`src/rtl/uart_hid_receiver.sv`:
```
// UART 8N1 receiver that decodes framed HID reports (A5, TYPE, payload, CHK)
// into the same keyboard/mouse/gamepad outputs the USB HID host core drives.
module uart_hid_receiver #(
    parameter int CLK_FREQ     = 12000000,
    parameter int BAUD         = 115200,
    parameter int TIMEOUT_BITS = 20
) (
    input  logic              clk,
    input  logic              resetn,
    input  logic              uart_rx,
    output logic [1:0]        typ,
    output logic              report,
    output logic              frame_err,
    output logic [7:0]        key_modifiers,
    output logic [7:0]        key1,
    output logic [7:0]        key2,
    output logic [7:0]        key3,
    output logic [7:0]        key4,
    output logic [7:0]        mouse_btn,
    output logic signed [7:0] mouse_dx,
    output logic signed [7:0] mouse_dy,
    output logic              game_l,
    output logic              game_r,
    output logic              game_u,
    output logic              game_d,
    output logic              game_a,
    output logic              game_b,
    output logic              game_x,
    output logic              game_y,
    output logic              game_sel,
    output logic              game_sta
);

    localparam int DIV       = CLK_FREQ / BAUD;
    localparam int HALF      = DIV / 2;
    localparam int CW        = $clog2(DIV + 1);
    localparam int TO_CYCLES = TIMEOUT_BITS * DIV;
    localparam int TW        = $clog2(TO_CYCLES + 1);

    typedef enum logic [2:0] {RX_IDLE, RX_START, RX_DATA, RX_STOP, RX_WAIT} rxState_e;
    typedef enum logic [1:0] {F_SYNC, F_TYPE, F_PAYLOAD, F_CHECK} frState_e;

    logic           rxMeta_q, rxSync_q, rxPrev_q;
    rxState_e       rxState_q;
    logic [CW-1:0]  baudCnt_q;
    logic [2:0]     bitIdx_q;
    logic [7:0]     shift_q;
    logic           byteValid_q;
    logic           rxErr_q;

    frState_e       frState_q;
    logic [1:0]     frType_q;
    logic [2:0]     payCnt_q;
    logic [2:0]     payLast_q;
    logic [7:0]     chk_q;
    logic [7:0]     shadow_q [0:4];
    logic [TW-1:0]  idleCnt_q;

    // Synchronizer plus one extra flop for falling-edge detection.
    always_ff @(posedge clk or negedge resetn) begin
        if (!resetn) begin
            rxMeta_q <= 1'b1;
            rxSync_q <= 1'b1;
            rxPrev_q <= 1'b1;
        end else begin
            rxMeta_q <= uart_rx;
            rxSync_q <= rxMeta_q;
            rxPrev_q <= rxSync_q;
        end
    end

    always_ff @(posedge clk or negedge resetn) begin
        if (!resetn) begin
            rxState_q   <= RX_IDLE;
            baudCnt_q   <= '0;
            bitIdx_q    <= '0;
            shift_q     <= '0;
            byteValid_q <= 1'b0;
            rxErr_q     <= 1'b0;
        end else begin
            byteValid_q <= 1'b0;
            rxErr_q     <= 1'b0;
            case (rxState_q)
                RX_IDLE: begin
                    baudCnt_q <= '0;
                    bitIdx_q  <= '0;
                    if (rxPrev_q && !rxSync_q)
                        rxState_q <= RX_START;
                end
                RX_START: begin
                    if (baudCnt_q == CW'(HALF - 1)) begin
                        baudCnt_q <= '0;
                        rxState_q <= rxSync_q ? RX_IDLE : RX_DATA;
                    end else begin
                        baudCnt_q <= baudCnt_q + 1'b1;
                    end
                end
                RX_DATA: begin
                    if (baudCnt_q == CW'(DIV - 1)) begin
                        baudCnt_q <= '0;
                        shift_q   <= {rxSync_q, shift_q[7:1]};
                        bitIdx_q  <= bitIdx_q + 1'b1;
                        if (bitIdx_q == 3'd7)
                            rxState_q <= RX_STOP;
                    end else begin
                        baudCnt_q <= baudCnt_q + 1'b1;
                    end
                end
                RX_STOP: begin
                    if (baudCnt_q == CW'(DIV - 1)) begin
                        baudCnt_q <= '0;
                        if (rxSync_q) begin
                            byteValid_q <= 1'b1;
                            rxState_q   <= RX_IDLE;
                        end else begin
                            rxErr_q   <= 1'b1;
                            rxState_q <= RX_WAIT;
                        end
                    end else begin
                        baudCnt_q <= baudCnt_q + 1'b1;
                    end
                end
                RX_WAIT: begin
                    // A low stop bit may be a break; wait for idle before hunting again.
                    if (rxSync_q)
                        rxState_q <= RX_IDLE;
                end
                default: rxState_q <= RX_IDLE;
            endcase
        end
    end

    always_ff @(posedge clk or negedge resetn) begin
        if (!resetn) begin
            frState_q     <= F_SYNC;
            frType_q      <= '0;
            payCnt_q      <= '0;
            payLast_q     <= '0;
            chk_q         <= '0;
            idleCnt_q     <= '0;
            for (int i = 0; i < 5; i++) shadow_q[i] <= '0;
            typ           <= '0;
            report        <= 1'b0;
            frame_err     <= 1'b0;
            key_modifiers <= '0;
            key1          <= '0;
            key2          <= '0;
            key3          <= '0;
            key4          <= '0;
            mouse_btn     <= '0;
            mouse_dx      <= '0;
            mouse_dy      <= '0;
            {game_y, game_x, game_b, game_a, game_d, game_u, game_r, game_l} <= '0;
            game_sel      <= 1'b0;
            game_sta      <= 1'b0;
        end else begin
            report    <= 1'b0;
            frame_err <= 1'b0;
            if (rxErr_q) begin
                frame_err <= 1'b1;
                frState_q <= F_SYNC;
                idleCnt_q <= '0;
            end else if (byteValid_q) begin
                idleCnt_q <= '0;
                case (frState_q)
                    F_SYNC: begin
                        if (shift_q == 8'hA5)
                            frState_q <= F_TYPE;
                    end
                    F_TYPE: begin
                        if (shift_q >= 8'd1 && shift_q <= 8'd3) begin
                            frType_q  <= shift_q[1:0];
                            chk_q     <= shift_q;
                            payCnt_q  <= '0;
                            payLast_q <= (shift_q[1:0] == 2'd1) ? 3'd4 :
                                         (shift_q[1:0] == 2'd2) ? 3'd2 : 3'd1;
                            frState_q <= F_PAYLOAD;
                        end else begin
                            frame_err <= 1'b1;
                            frState_q <= F_SYNC;
                        end
                    end
                    F_PAYLOAD: begin
                        shadow_q[payCnt_q] <= shift_q;
                        chk_q              <= chk_q ^ shift_q;
                        payCnt_q           <= payCnt_q + 1'b1;
                        if (payCnt_q == payLast_q)
                            frState_q <= F_CHECK;
                    end
                    F_CHECK: begin
                        frState_q <= F_SYNC;
                        if (shift_q == chk_q) begin
                            report <= 1'b1;
                            typ    <= frType_q;
                            case (frType_q)
                                2'd1: begin
                                    key_modifiers <= shadow_q[0];
                                    key1          <= shadow_q[1];
                                    key2          <= shadow_q[2];
                                    key3          <= shadow_q[3];
                                    key4          <= shadow_q[4];
                                end
                                2'd2: begin
                                    mouse_btn <= shadow_q[0];
                                    mouse_dx  <= shadow_q[1];
                                    mouse_dy  <= shadow_q[2];
                                end
                                2'd3: begin
                                    {game_y, game_x, game_b, game_a,
                                     game_d, game_u, game_r, game_l} <= shadow_q[0];
                                    game_sel <= shadow_q[1][0];
                                    game_sta <= shadow_q[1][1];
                                end
                                default: ;
                            endcase
                        end else begin
                            frame_err <= 1'b1;
                        end
                    end
                    default: frState_q <= F_SYNC;
                endcase
            end else if (frState_q != F_SYNC) begin
                // Any activity on the receiver counts as a start arriving in time.
                if (rxState_q != RX_IDLE) begin
                    idleCnt_q <= '0;
                end else if (idleCnt_q == TW'(TO_CYCLES - 1)) begin
                    frame_err <= 1'b1;
                    frState_q <= F_SYNC;
                    idleCnt_q <= '0;
                end else begin
                    idleCnt_q <= idleCnt_q + 1'b1;
                end
            end
        end
    end

endmodule

```
`config.mk`:
```
export PLATFORM = sky130hd
export DESIGN_NAME = uart_hid_receiver
export DESIGN_NICKNAME = d
export VERILOG_FILES = /design/src/rtl/uart_hid_receiver.sv
export SDC_FILE = /design/constraint.sdc
export NUM_CORES = 1
export LEC_CHECK = 0
export CAP_MARGIN = 20
export CORE_MARGIN = 3
export CORE_UTILIZATION = 50
export CTS_CLUSTER_DIAMETER = 50
export DETAILED_ROUTE_END_ITERATION = 10
export PLACE_DENSITY = 0.72
export SLEW_MARGIN = 20
export SYNTH_ARGS = -nofsm -noshare
export SYNTH_HDL_FRONTEND = slang
export SYNTH_SLANG_ARGS = --single-unit
```
`constraint.sdc`:
```
create_clock -name clk -period 3.45 [get_ports clk]
set_input_delay 0.345 -clock clk [delete_from_list [all_inputs] [get_ports clk]]
set_output_delay 0.345 -clock clk [all_outputs]
set_load 0.03 [all_outputs]
```
**After elaboration in Yosys (flattened, before gate mapping)**

Cells that the tools add are included.

- Magnitude comparators: 4
- Mux-type cells: 55
- Bitwise logic cells: 3
- Add/subtract/negate cells: 4
- Reductions and logical operators: 25
- Equal/unequal tests: 29

Operators by type and width:

| operator | count |
|---|---|
| 12-bit two-way mux | 5 |
| 40-bit bitwise mux | 1 |
| 3-bit two-way mux | 10 |
| 8-bit demux with 3-bit select | 1 |
| 7-bit one-hot mux with 3 select lines | 1 |
| 2-bit two-way mux | 10 |
| 5-bit AND reduction | 4 |
| 1-bit two-way mux | 17 |
| 8-bit two-way mux | 2 |
| 8-bit one-hot mux with 2 select lines | 1 |
| 3-bit one-hot mux with 5 select lines | 1 |
| 7-bit two-way mux | 2 |
| 2-bit != test (second input constant) | 7 |
| 12-bit by 1-bit adder with 12-bit output (second input constant) | 1 |
| 12-bit == test (second input constant) | 1 |
| 3-bit one-hot mux with 2 select lines | 2 |
| 4-bit AND reduction | 3 |
| 3-bit nonzero test | 4 |
| 2-bit == test (second input constant) | 5 |
| 8-bit == test | 1 |
| 8-bit == test (second input constant) | 1 |
| 8-bit by 1-bit greater-or-equal comparator with 1-bit output (second input constant) | 1 |
| 8-bit by 2-bit <= comparator with 1-bit output (second input constant) | 1 |
| 4-bit != test (second input constant) | 2 |
| other kinds (26) | 36 |

- Register bits: 174
- Word-level logic and storage cells: 161
- Input bits: 3
- Output and inout port bits: 78

**Longest topological paths before layout**

Gate-level depths: netlist of the first run.

- Depth after elaboration: 6
- Mapped depth: 8
- Gate-level depth less buffers: 6

**Worst setup path before layout of the first run**

OpenSTA, ideal clock, no wires.

- Path kind: flip-flop to flip-flop
- Start point: register shift_q[4]
- End point: register mouse_btn[0]
- Arrival time: 1,815 ps
- Path buffers: 3
- Data required time: 3,323 ps
- Slack: 1,508 ps
- Stages on the path, launching flop included: 8
- Period minus slack after synthesis: 1,942 ps
- Library setup time: 127 ps
- Cells stage by stage: dfrtp_1 buf_2 xor2_1 nor4_4 and4_1 buf_4 buf_6 mux2_1

- Word-level cells in the longest chain between the ends: 2

Ends and longest elaborated chain:

| element | line | text |
|---|---|---|
| start, declared | 47 | `logic [7:0] shift_q;` |
| start signal, assigned | 101 | `shift_q <= {rxSync_q, shift_q[7:1]};` |
| 8-bit == test | 192 | `if (shift_q == chk_q) begin` |
| 5-bit AND reduction (no source line) | -- |  |
| end signal, assigned | 204 | `mouse_btn <= shadow_q[0];` |
| end, declared | 19 | `output logic [7:0] mouse_btn,` |

Every way passes these cells.
A chain may end at the register's enable or synchronous reset.

**Worst setup path after layout of the first run**

- Start point: register frState_q[1]
- End point: register shadow_q[15] (netlist bit)

- Word-level cells in the longest chain between the ends: 2

Ends and longest elaborated chain:

| element | line | text |
|---|---|---|
| start, declared | 51 | `frState_e frState_q;` |
| start signal, assigned | 135 | `frState_q <= F_SYNC;` |
| start signal, assigned | 161 | `frState_q <= F_SYNC;` |
| start signal, assigned | 168 | `frState_q <= F_TYPE;` |
| 2-bit == test | 165 | `case (frState_q)` |
| 3-bit AND reduction (no source line) | -- |  |
| end signal, assigned by index | 184 | `shadow_q[payCnt_q] <= shift_q;` |
| end, declared | 56 | `logic [7:0] shadow_q [0:4];` |

Every way passes these cells.

==> flow_metrics.py, run 1 <==
metrics = {
    "outcome": {
        "run_status": "finished, final reports clean",
    },
    "power": {
        "comb_power_share_pct": 5.2,
        "peak_supply_drop_mv": 0.4312,
        "pwr-share-clk_pct": 44.5,
        "power_report.internal_total_mw": 3.281,
        "seqPwrFrac_pct": 50.3,
        "report.power.total_mw": 4.269,
        "cellLeakagePower_nw": 4.304,
        "power.switching_fraction_pct": 23.15,
        "power_density_nw_per_um2": 475.9,
        "p_sw_mw": 0.9884,
    },
    "timing": {
        "setup_viol_count_final": 0,
        "final_max_slew_viol_count": 0,
        "max-slew-margin-rel_pct": 41.31,
        "final_worst_hold_slack_ps": 321.5,
        "fmax_ghz": 0.3895,
        "fin_crit_ps": 2567,
        "finalSetupTns_ps": 0,
        "tightestPinTransition_ps": 867.9,
        "timing.final.crit_share_pct": 74.41,
        "report.final.hold_viol_count": 0,
        "setup_repair_after_global_routing_missed_its_margin": "no",
        "final.setup_skew_ps": 8.144,
    },
    "floorplan": {
        "die_area_sq_um": 16340,
        "area_of_the_core_sq_um": 14200,
        "die_w_microns": 127.8,
        "initial_utilization_pct": 52.26,
        "die_h_microns": 127.8,
        "top_level_ports": 81,
        "placementRows": 43,
    },
    "clocking": {
        "cts_setup_buffers": 0,
        "clock-root-buffer": "clkbuf_16",
        "worstSkewPairLatency_ps": 420,
        "clock_sinks": 174,
        "cts-buffers-inserted": 17,
        "cts_max_level": 4,
        "path_clk_slew_ps": 60,
        "tritoncts": "done",
        "clk_path_buf_depth": 2,
    },
    "drt": {
        "first_iter_violations": 347,
        "avgRoutedWirePerCell_microns": 17.79,
        "drc": 0,
        "1st_pass_router_iterations": 5,
        "remaining_number_of_nets_flagged_by_the_antenna_check_after_routing": 0,
        "routed_wl_microns": 14980,
        "vias": 4753,
        "route.detailed.vias_per_inst": 5.645,
    },
    "finish": {
        "most-common-layout-cells": "171 x dfrtp_1, 99 x mux2_2, 79 x clkdlybuf4s50_1, 42 x nand2_1, 29 x nor2_1",
        "layout-area-overhead-vs-synth_pct": 20.85,
        "antenna_cells": 0,
        "num-fill-cells": 1075,
        "count_of_nets_after_finishing": 660,
        "finish.utilization_pct": 63.16,
        "layout_cells_sized_above_1_pct": 23.41,
        "layout.cells.most_common": "dfrtp_1",
    },
    "global_route": {
        "grt_pass1_vias": 4828,
        "antenna_found_initial": 1,
        "gr-total-overflow": 0,
        "grt_util_all_layers_pct": 19.46,
        "grtUsageMet1_pct": 26.89,
        "fraction_of_met3_tracks_used_by_global_routing_pct": 4.833,
        "grt_peak_use_layer": "met2",
        "grt_start_max_net_pins": 90,
        "groute.layer.met2.usage_pct": 30.78,
        "grt_pass1_wl_microns": 25130,
    },
    "synthesis": {
        "cell_area_after_synthesis_sq_um": 7423,
        "synth_fa_ha_area_share_pct": 1.348,
        "mappedNetlistNets": 585,
        "yosys_register_bits": 174,
        "post_synth_num_cell_types": 54,
        "yosys_warnings": 0,
        "synth_async_sr_flop_share_pct": 100.0,
        "synth-xor-area-share_pct": 2.950,
        "multiplexer_share_of_the_synthesized_area_pct": 18.88,
        "synthCells": 574,
        "synth_edf_count": 0,
        "dominant_combinational_cell_family_by_area_after_synthesis": "multiplexers",
        "complex_gate_fraction_of_the_synthesized_area_pct": 4.467,
        "synth_simple_gate_area_share_pct": 10.92,
        "synth-seq-area-share_pct": 58.71,
        "avgSynthCellArea_sq_um": 12.93,
        "yosys_most_used_dff": "dfrtp_1",
    },
    "critical_path": {
        "regToRegStartpoint": "frState_q[1]$_DFFE_PN0P_",
        "cp_data_required_time_ps": 3760,
        "startpoint_type": "flip-flop",
        "critPathKind": "flip-flop to flip-flop",
        "crit_fanout": 10,
        "cp-startpoint": "frState_q[1]$_DFFE_PN0P_",
        "worstPathArrival_ps": 2870,
        "end_kind": "flip-flop",
    },
    "placement": {
        "place_congestion": 0.8942,
        "buffer_ports.inserted": 80,
        "hpwl_microns": 10270,
    },
    "run": {
        "maxCapViolCount": 0,
    },
    "worst_hold_path": {
        "hp-class": "input port to flip-flop",
        "worst_hold_startpoint": "uart_rx",
    },
}
-- metrics by stage --
step	cells	setup slack (ps)	area [sq um]
after detailed placement	809	970.1	8368
after floorplan	574	1508	7423
after global placement	809	1140	8368
after global routing	842	738.7	8971
final	842	882.9	8971
after CTS	842	917.0	8971
-- flip-flops by register name, indices dropped and copies added, names as in the netlist, 7 cells and up --
register / cells
baudCnt_q: 7
chk_q: 8
idleCnt_q: 12
key1: 8
key2: 8
key3: 8
key4: 8
key_modifiers: 8
mouse_btn: 8
mouse_dx: 8
mouse_dy: 8
shadow_q: 40
shift_q: 8
-- area by class of cell --
type | count | area (sq um) | area share (%)
Timing Repair Buffer | 90 | 892.1 | 9.944
Sequential cell | 174 | 4358 | 48.58
Clock inverter | 13 | 140.1 | 1.562
Multi-Input combinational cell | 357 | 2869 | 31.98
Inverter | 9 | 33.78 | 0.3766
Clock buffer | 19 | 452.9 | 5.049
Tap cell | 180 | 225.2 | 2.510
-- timing repair --
action                                 CTS  global route
setup endpoints to repair                0             0
gates resized for setup                  0             0
endpoints found under the hold margin   49             0
hold buffers                             1             0
-- worst paths after layout --
check                                            to  slack [ps]  cells after the start
setup reg to reg           shadow_q[15]$_DFFE_PN0P_         880                      3
hold / removal                   rxMeta_q$_DFF_PN1_         320                      1
setup / recovery           shadow_q[15]$_DFFE_PN0P_         880                      3
min in group asynchronous  baudCnt_q[5]$_DFFE_PN0P_         430                      2
max in group asynchronous        rxPrev_q$_DFF_PN1_        2170                      3
hold reg to reg                  rxSync_q$_DFF_PN1_         360                      0
-- power by group through the flow --
stage	Clock (mW)	Combinational, mW	Sequential [mW]
6_report	1.90	0.224	2.15
5_1_grt	2.02	0.258	2.15
4_1_cts	1.93	0.228	2.14
3_5_place_dp	0	0.225	2.18
3_3_place_gp	0	0.214	2.18
2_1_floorplan	0	0.156	2.16
-- per-layer routing --
layer	routed length, microns	vias to the layer above
met3	696	22
met2	7444	109
li1	-	2183
met4	261	2
met1	6559	2437
met5	13	-
-- cell families (layout without fill, tap and decap cells) --
kind of cell,after synthesis,count (layout)
and+or+nand+nor,146,146
xor gates and xnor gates,25,25
AOI/OAI and AO/OA,53,53
muxes,125,125
buffers and inverters,43,131
DFF,174,174
adders and majority gates,8,8
-- cells in the mapped netlist (2+ instances only) --
cell	count	area share [%]
nand3b_1	4	0.40
nand2b_1	4	0.34
nand3_1	14	0.94
nor3b_1	2	0.20
xor2_1	21	2.5
clkbuf_1	13	0.66
and3b_1	2	0.24
nand2_1	42	2.1
mux2_1	21	3.2
and4_1	5	0.59
o21ai_0	24	1.6
nor4_4	2	0.57
a31oi_1	5	0.42
mux2i_1	5	0.67
buf_6	2	0.30
dfrtp_1	171	58
dfstp_2	3	1.1
nor4_1	3	0.25
mux2_2	99	15
nor4bb_1	3	0.40
or3_1	3	0.25
or2_2	4	0.34
and2_1	4	0.34
a22oi_1	5	0.51
inv_1	9	0.46
xnor2_1	4	0.47
ha_1	8	1.3
a21oi_1	5	0.34
a21o_1	3	0.30
buf_2	18	1.2
or4_1	2	0.20
nand4_1	8	0.67
o2bb2ai_1	3	0.35
nor2_1	29	1.5
nor3_1	5	0.34
-- worst max-delay path, stage by stage (launching register included) --
cell	delay [ps]
dfrtp_1	510
nor4bb_2	840
nand4b_1	630
mux2_2	470
No activity file was read; power rests on OpenSTA's default activity.
==> run 2: changes to the inputs <==
==> constraint.sdc (replaced) <==
create_clock -name clk -period 2.53 [get_ports clk]
set_input_delay 0.253 -clock clk [delete_from_list [all_inputs] [get_ports clk]]
set_output_delay 0.253 -clock clk [all_outputs]
set_load 0.03 [all_outputs]
==> flow_metrics.py, run 2 (synthesis gave the netlist of run 1 again) <==
metrics = {
    "clocking": {
        "clk_path_buf_depth": 2,
        "clock-root-buffer": "clkbuf_16",
        "holdBufCountCts": 1,
        "post_cts_resized": 0,
        "cts_setup_buffers": 0,
        "path_clk_slew_ps": 60,
        "cts_max_level": 4,
        "tritoncts": "done",
        "worstSkewPairLatency_ps": 430,
        "cts-buffers-inserted": 17,
        "clock_sinks": 174,
    },
    "critical_path": {
        "end_kind": "flip-flop",
        "worstSetupEndpoint": "shadow_q[19]$_DFFE_PN0P_",
        "cp-startpoint": "frState_q[1]$_DFFE_PN0P_",
        "cp_data_required_time_ps": 2840,
        "startpoint_type": "flip-flop",
        "critPathKind": "flip-flop to flip-flop",
        "crit_fanout": 18,
        "regToRegStartpoint": "frState_q[1]$_DFFE_PN0P_",
        "worst_r2r_path_depth": 5,
        "worstPathArrival_ps": 2520,
        "r2r_end": "shadow_q[19]$_DFFE_PN0P_",
        "r2r_slack_ps": 330,
    },
    "finish": {
        "layout-area-overhead-vs-synth_pct": 22.28,
        "layout.cells.most_common": "dfrtp_1",
        "fin_cells": 851,
        "max_flop_register": "shadow_q",
        "post-route-cell-area_sq_um": 9077,
        "most-common-layout-cells": "171 x dfrtp_1, 99 x mux2_2, 79 x clkdlybuf4s50_1, 42 x nand2_1, 29 x nor2_1",
        "largest_registers_in_the_final_layout": "shadow_q x40, idleCnt_q x12",
        "layout_cells_sized_above_1_pct": 24.44,
        "num-fill-cells": 1091,
        "count_of_nets_after_finishing": 669,
        "finish.utilization_pct": 63.91,
        "largest_register_ff_count": 40,
        "antenna_cells": 0,
    },
    "floorplan": {
        "die_w_microns": 127.8,
        "placementRows": 43,
        "die_area_sq_um": 16340,
        "die_h_microns": 127.8,
        "initial_utilization_pct": 52.26,
        "area_of_the_core_sq_um": 14200,
        "top_level_ports": 81,
    },
    "drt": {
        "avgRoutedWirePerCell_microns": 18.17,
        "routed_wl_microns": 15470,
        "remaining_number_of_nets_flagged_by_the_antenna_check_after_routing": 0,
        "vias": 4763,
        "drc": 0,
        "route.detailed.vias_per_inst": 5.597,
        "1st_pass_router_iterations": 4,
        "first_iter_violations": 338,
    },
    "power": {
        "power_report.internal_total_mw": 4.548,
        "peak_supply_drop_mv": 0.5739,
        "comb_power_share_pct": 5.4,
        "power.switching_fraction_pct": 22.85,
        "p_sw_mw": 1.347,
        "pwr-share-clk_pct": 44.9,
        "seqPwrFrac_pct": 49.7,
        "cellLeakagePower_nw": 4.368,
        "power_density_nw_per_um2": 649.4,
        "report.power.total_mw": 5.895,
    },
    "global_route": {
        "grt_util_all_layers_pct": 20.23,
        "fraction_of_met3_tracks_used_by_global_routing_pct": 3.875,
        "grt_peak_use_layer": "met2",
        "grtUsageMet1_pct": 27.12,
        "grt_pass1_wl_microns": 26120,
        "groute.layer.met2.usage_pct": 33.21,
        "antenna_found_initial": 0,
        "gr-total-overflow": 0,
        "grt_start_max_net_pins": 73,
        "grt_pass1_vias": 5066,
    },
    "timing": {
        "fmax_ghz": 0.4536,
        "final_worst_hold_slack_ps": 233.1,
        "report.final.hold_viol_count": 0,
        "setup_repair_after_global_routing_missed_its_margin": "no",
        "timing.final.crit_share_pct": 87.14,
        "fin_crit_ps": 2205,
        "final.setup_skew_ps": 9.045,
        "final_max_slew_viol_count": 0,
        "timing.final.ws_setup_ps": 325.5,
        "max-slew-margin-rel_pct": 54.02,
        "setup_viol_count_final": 0,
        "finalSetupTns_ps": 0,
        "tightestPinTransition_ps": 689.7,
    },
    "placement": {
        "dpl_cell_area_sq_um": 8461,
        "hpwl_microns": 10760,
        "place_congestion": 0.8437,
        "post_placement_setup_slack_ps": 399.7,
        "placed_cells": 818,
        "buffer_ports.inserted": 80,
    },
    "outcome": {
        "run_status": "finished, final reports clean",
    },
    "worst_hold_path": {
        "worst_hold_startpoint": "uart_rx",
        "hp-class": "input port to flip-flop",
    },
    "run": {
        "maxCapViolCount": 0,
    },
}
## run 2: cell count changes in the layout (fill, tap and decap cells not counted), sizes merged
cell,delta
clkinvlp,-1
bufinv,+1
clkinv,+1
clkbuf,-1
buf,+9
## run 2: layout make-up
| cell class | instances | area, sq um | share of cell area (%) |
|---|---|---|---|
| clock buffer | 18 | 439.2 | 4.838 |
| clock inverter | 14 | 167.7 | 1.847 |
| inverter | 9 | 33.78 | 0.3722 |
| multi-input combinational | 357 | 2869 | 31.61 |
| sequential | 174 | 4358 | 48.01 |
| tap | 180 | 225.2 | 2.481 |
| timing repair buffer | 99 | 984.7 | 10.85 |
## run 2: worst min-delay path by stage
stage | slack (ps) | cells past startpoint | to
finish | 230 | 1 | rxMeta_q$_DFF_PN1_
global route | 230 | 1 | rxMeta_q$_DFF_PN1_
CTS | 220 | 1 | rxMeta_q$_DFF_PN1_
detailed placement | 330 | 1 | baudCnt_q[5]$_DFFE_PN0P_
global placement | 310 | 1 | baudCnt_q[5]$_DFFE_PN0P_
floorplan | -40 | 0 | baudCnt_q[0]$_DFFE_PN0P_
## run 2: worst max-delay path, cell delays in order, from the launching register on
cell and delay [ps]:
dfrtp_1 520, nor4bb_2 370, buf_4 280, nor4bb_1 340, buf_4 230, mux2_2 340
## run 2: power groups by stage
stage / clock network (mW) / registers (mW) / logic, mW
after floorplan: 0 / 2.95 / 0.212
after global placement: 0 / 2.97 / 0.296
after detailed placement: 0 / 2.98 / 0.321
after CTS: 2.70 / 2.93 / 0.323
after global routing: 2.82 / 2.94 / 0.364
final: 2.65 / 2.93 / 0.318
## run 2: layer usage
metal | share of wire [%] | up-vias | wire, microns
met4 | 1.6 | 0 | 253
li1 | - | 2191 | -
met3 | 3.4 | 19 | 532
met1 | 44 | 2455 | 6857
met5 | 0 | - | 0
met2 | 51 | 98 | 7823
==> run 3: changes to the inputs <==
--- a/config.mk
+++ b/config.mk
@@ -8,6 +8,7 @@
 export CAP_MARGIN = 20
 export CORE_MARGIN = 3
 export CORE_UTILIZATION = 50
+export CTS_BUF_LIST = sky130_fd_sc_hd__clkbuf_4 sky130_fd_sc_hd__clkbuf_8
 export CTS_CLUSTER_DIAMETER = 50
 export DETAILED_ROUTE_END_ITERATION = 10
 export PLACE_DENSITY = 0.72
==> flow_metrics.py, run 3 (synthesis gave the netlist of run 1 again) <==
metrics = {
    "outcome": {
        "run_status": "finished, final reports clean",
    },
    "timing": {
        "timing.final.ws_setup_ps": 367.9,
        "tightestPinTransition_ps": 674.2,
        "setup_repair_after_global_routing_missed_its_margin": "no",
        "timing.final.crit_share_pct": 85.46,
        "max-slew-margin-rel_pct": 55.05,
        "finalSetupTns_ps": 0,
        "final.setup_skew_ps": 11.11,
        "final_worst_hold_slack_ps": 199.4,
        "report.final.hold_viol_count": 0,
        "setup_viol_count_final": 0,
        "final_max_slew_viol_count": 0,
        "fin_crit_ps": 2162,
        "fmax_ghz": 0.4625,
    },
    "finish": {
        "layout-area-overhead-vs-synth_pct": 19.70,
        "num-fill-cells": 1118,
        "largest_register_ff_count": 40,
        "antenna_cells": 0,
        "layout.cells.most_common": "dfrtp_1",
        "post-route-cell-area_sq_um": 8886,
        "layout_cells_sized_above_1_pct": 24.44,
        "most-common-layout-cells": "171 x dfrtp_1, 99 x mux2_2, 79 x clkdlybuf4s50_1, 42 x nand2_1, 29 x nor2_1",
        "max_flop_register": "shadow_q",
        "largest_registers_in_the_final_layout": "shadow_q x40, idleCnt_q x12",
        "count_of_nets_after_finishing": 669,
    },
    "drt": {
        "route.detailed.vias_per_inst": 5.578,
        "drc": 0,
        "1st_pass_router_iterations": 4,
        "first_iter_violations": 249,
        "remaining_number_of_nets_flagged_by_the_antenna_check_after_routing": 0,
        "vias": 4747,
        "avgRoutedWirePerCell_microns": 17.93,
        "routed_wl_microns": 15260,
    },
    "critical_path": {
        "end_kind": "flip-flop",
        "crit_fanout": 18,
        "cp_data_required_time_ps": 2870,
        "cp_top_family": "simple AND/OR/NAND/NOR gates",
        "r2r_slack_ps": 370,
        "critPathKind": "flip-flop to flip-flop",
        "r2r_end": "shadow_q[17]$_DFFE_PN0P_",
        "worst_r2r_path_depth": 5,
        "cpMaxStageDelayCell": "dfrtp_1",
        "startpoint_type": "flip-flop",
        "worstPathArrival_ps": 2510,
        "critical-path-top-cell-by-count": "buf_4",
        "regToRegStartpoint": "frState_q[1]$_DFFE_PN0P_",
        "cp_cell_sequence": "nor4bb_2 > buf_4 > nor4bb_1 > buf_4 > mux2_2",
        "crit_path_max_incr_delay_ps": 530,
        "cp.buffers_inverters": 2,
    },
    "clocking": {
        "cts_setup_buffers": 0,
        "clock_sinks": 174,
        "post_cts_resized": 0,
        "path_clk_slew_ps": 90,
        "cts-buffers-inserted": 17,
        "worstSkewPairLatency_ps": 460,
        "clk_path_buf_depth": 2,
        "clock-root-buffer": "clkbuf_8",
        "cts_max_level": 4,
        "holdBufCountCts": 1,
        "tritoncts": "done",
    },
    "global_route": {
        "antenna_found_initial": 0,
        "grt_util_all_layers_pct": 20.02,
        "grt_start_max_net_pins": 73,
        "gr-total-overflow": 0,
        "grt_pass1_vias": 5000,
        "grt_pass1_wl_microns": 25810,
    },
    "placement": {
        "buffer_ports.inserted": 80,
        "hpwl_microns": 10760,
        "place_congestion": 0.8437,
        "dpl_cell_area_sq_um": 8461,
        "post_placement_setup_slack_ps": 399.7,
    },
    "floorplan": {
        "top_level_ports": 81,
        "placementRows": 43,
        "die_h_microns": 127.8,
        "die_area_sq_um": 16340,
        "die_w_microns": 127.8,
        "initial_utilization_pct": 52.26,
        "area_of_the_core_sq_um": 14200,
    },
    "power": {
        "report.power.total_mw": 5.224,
        "cellLeakagePower_nw": 4.281,
        "power_density_nw_per_um2": 587.9,
        "peak_supply_drop_mv": 0.5002,
    },
    "run": {
        "maxCapViolCount": 0,
    },
    "worst_hold_path": {
        "worst_hold_startpoint": "uart_rx",
        "hold_end": "rxMeta_q$_DFF_PN1_",
        "worst_hold_path.num_cells": 1,
        "hp-class": "input port to flip-flop",
    },
}
[run 3: metal layers]
metal  global-route usage (%)  vias up  wire length (microns)
met2                    32.35       87                   7626
met4                    7.179        0                    216
met5                        0        -                      0
li1                         -     2190                      -
met3                    4.167       18                    523
met1                    26.99     2452                   6891
[run 3: power by group]
group	leakage [nW]	internal (mW)	switching (mW)
clock	0.205	1.00	0.986
combinational	1.67	0.125	0.188
sequential	2.41	2.84	0.0838
total	4.28	3.97	1.26
[run 3: metrics by stage]
step,util [%],std cells
floorplan,-,574
global placement,59.57,818
detailed placement,59.57,818
CTS,62.56,851
global route,62.56,851
finish,62.56,851
[run 3: worst max-delay path by stage]
| stage | cells after the start | end | from |
|---|---|---|---|
| floorplan | 7 | mouse_btn[0]$_DFFE_PN0P_ | shift_q[4]$_DFFE_PN0P_ |
| global placement | 5 | shift_q[2]$_DFFE_PN0P_ | baudCnt_q[0]$_DFFE_PN0P_ |
| detailed placement | 5 | shift_q[1]$_DFFE_PN0P_ | baudCnt_q[0]$_DFFE_PN0P_ |
| CTS | 5 | shift_q[1]$_DFFE_PN0P_ | baudCnt_q[0]$_DFFE_PN0P_ |
| global route | 4 | chk_q[0]$_DFFE_PN0P_ | shift_q[7]$_DFFE_PN0P_ |
| finish | 5 | shadow_q[17]$_DFFE_PN0P_ | frState_q[1]$_DFFE_PN0P_ |
[run 3: cell type report]
class | count | area, sq um | area share, %
Sequential cell | 174 | 4358 | 49.04
Multi-Input combinational cell | 357 | 2869 | 32.29
Timing Repair Buffer | 99 | 984.7 | 11.08
Clock buffer | 18 | 247.7 | 2.788
Tap cell | 180 | 225.2 | 2.534
Clock inverter | 14 | 167.7 | 1.887
Inverter | 9 | 33.78 | 0.3802
[run 3: worst register-to-register path: cells and delay by family, from the launching register on]
kind                   cells  cell delay [ps]
flip-flops                 1              530
multiplexers               1              340
buffers and inverters      2              490
AND/OR/NAND/NOR            2              680
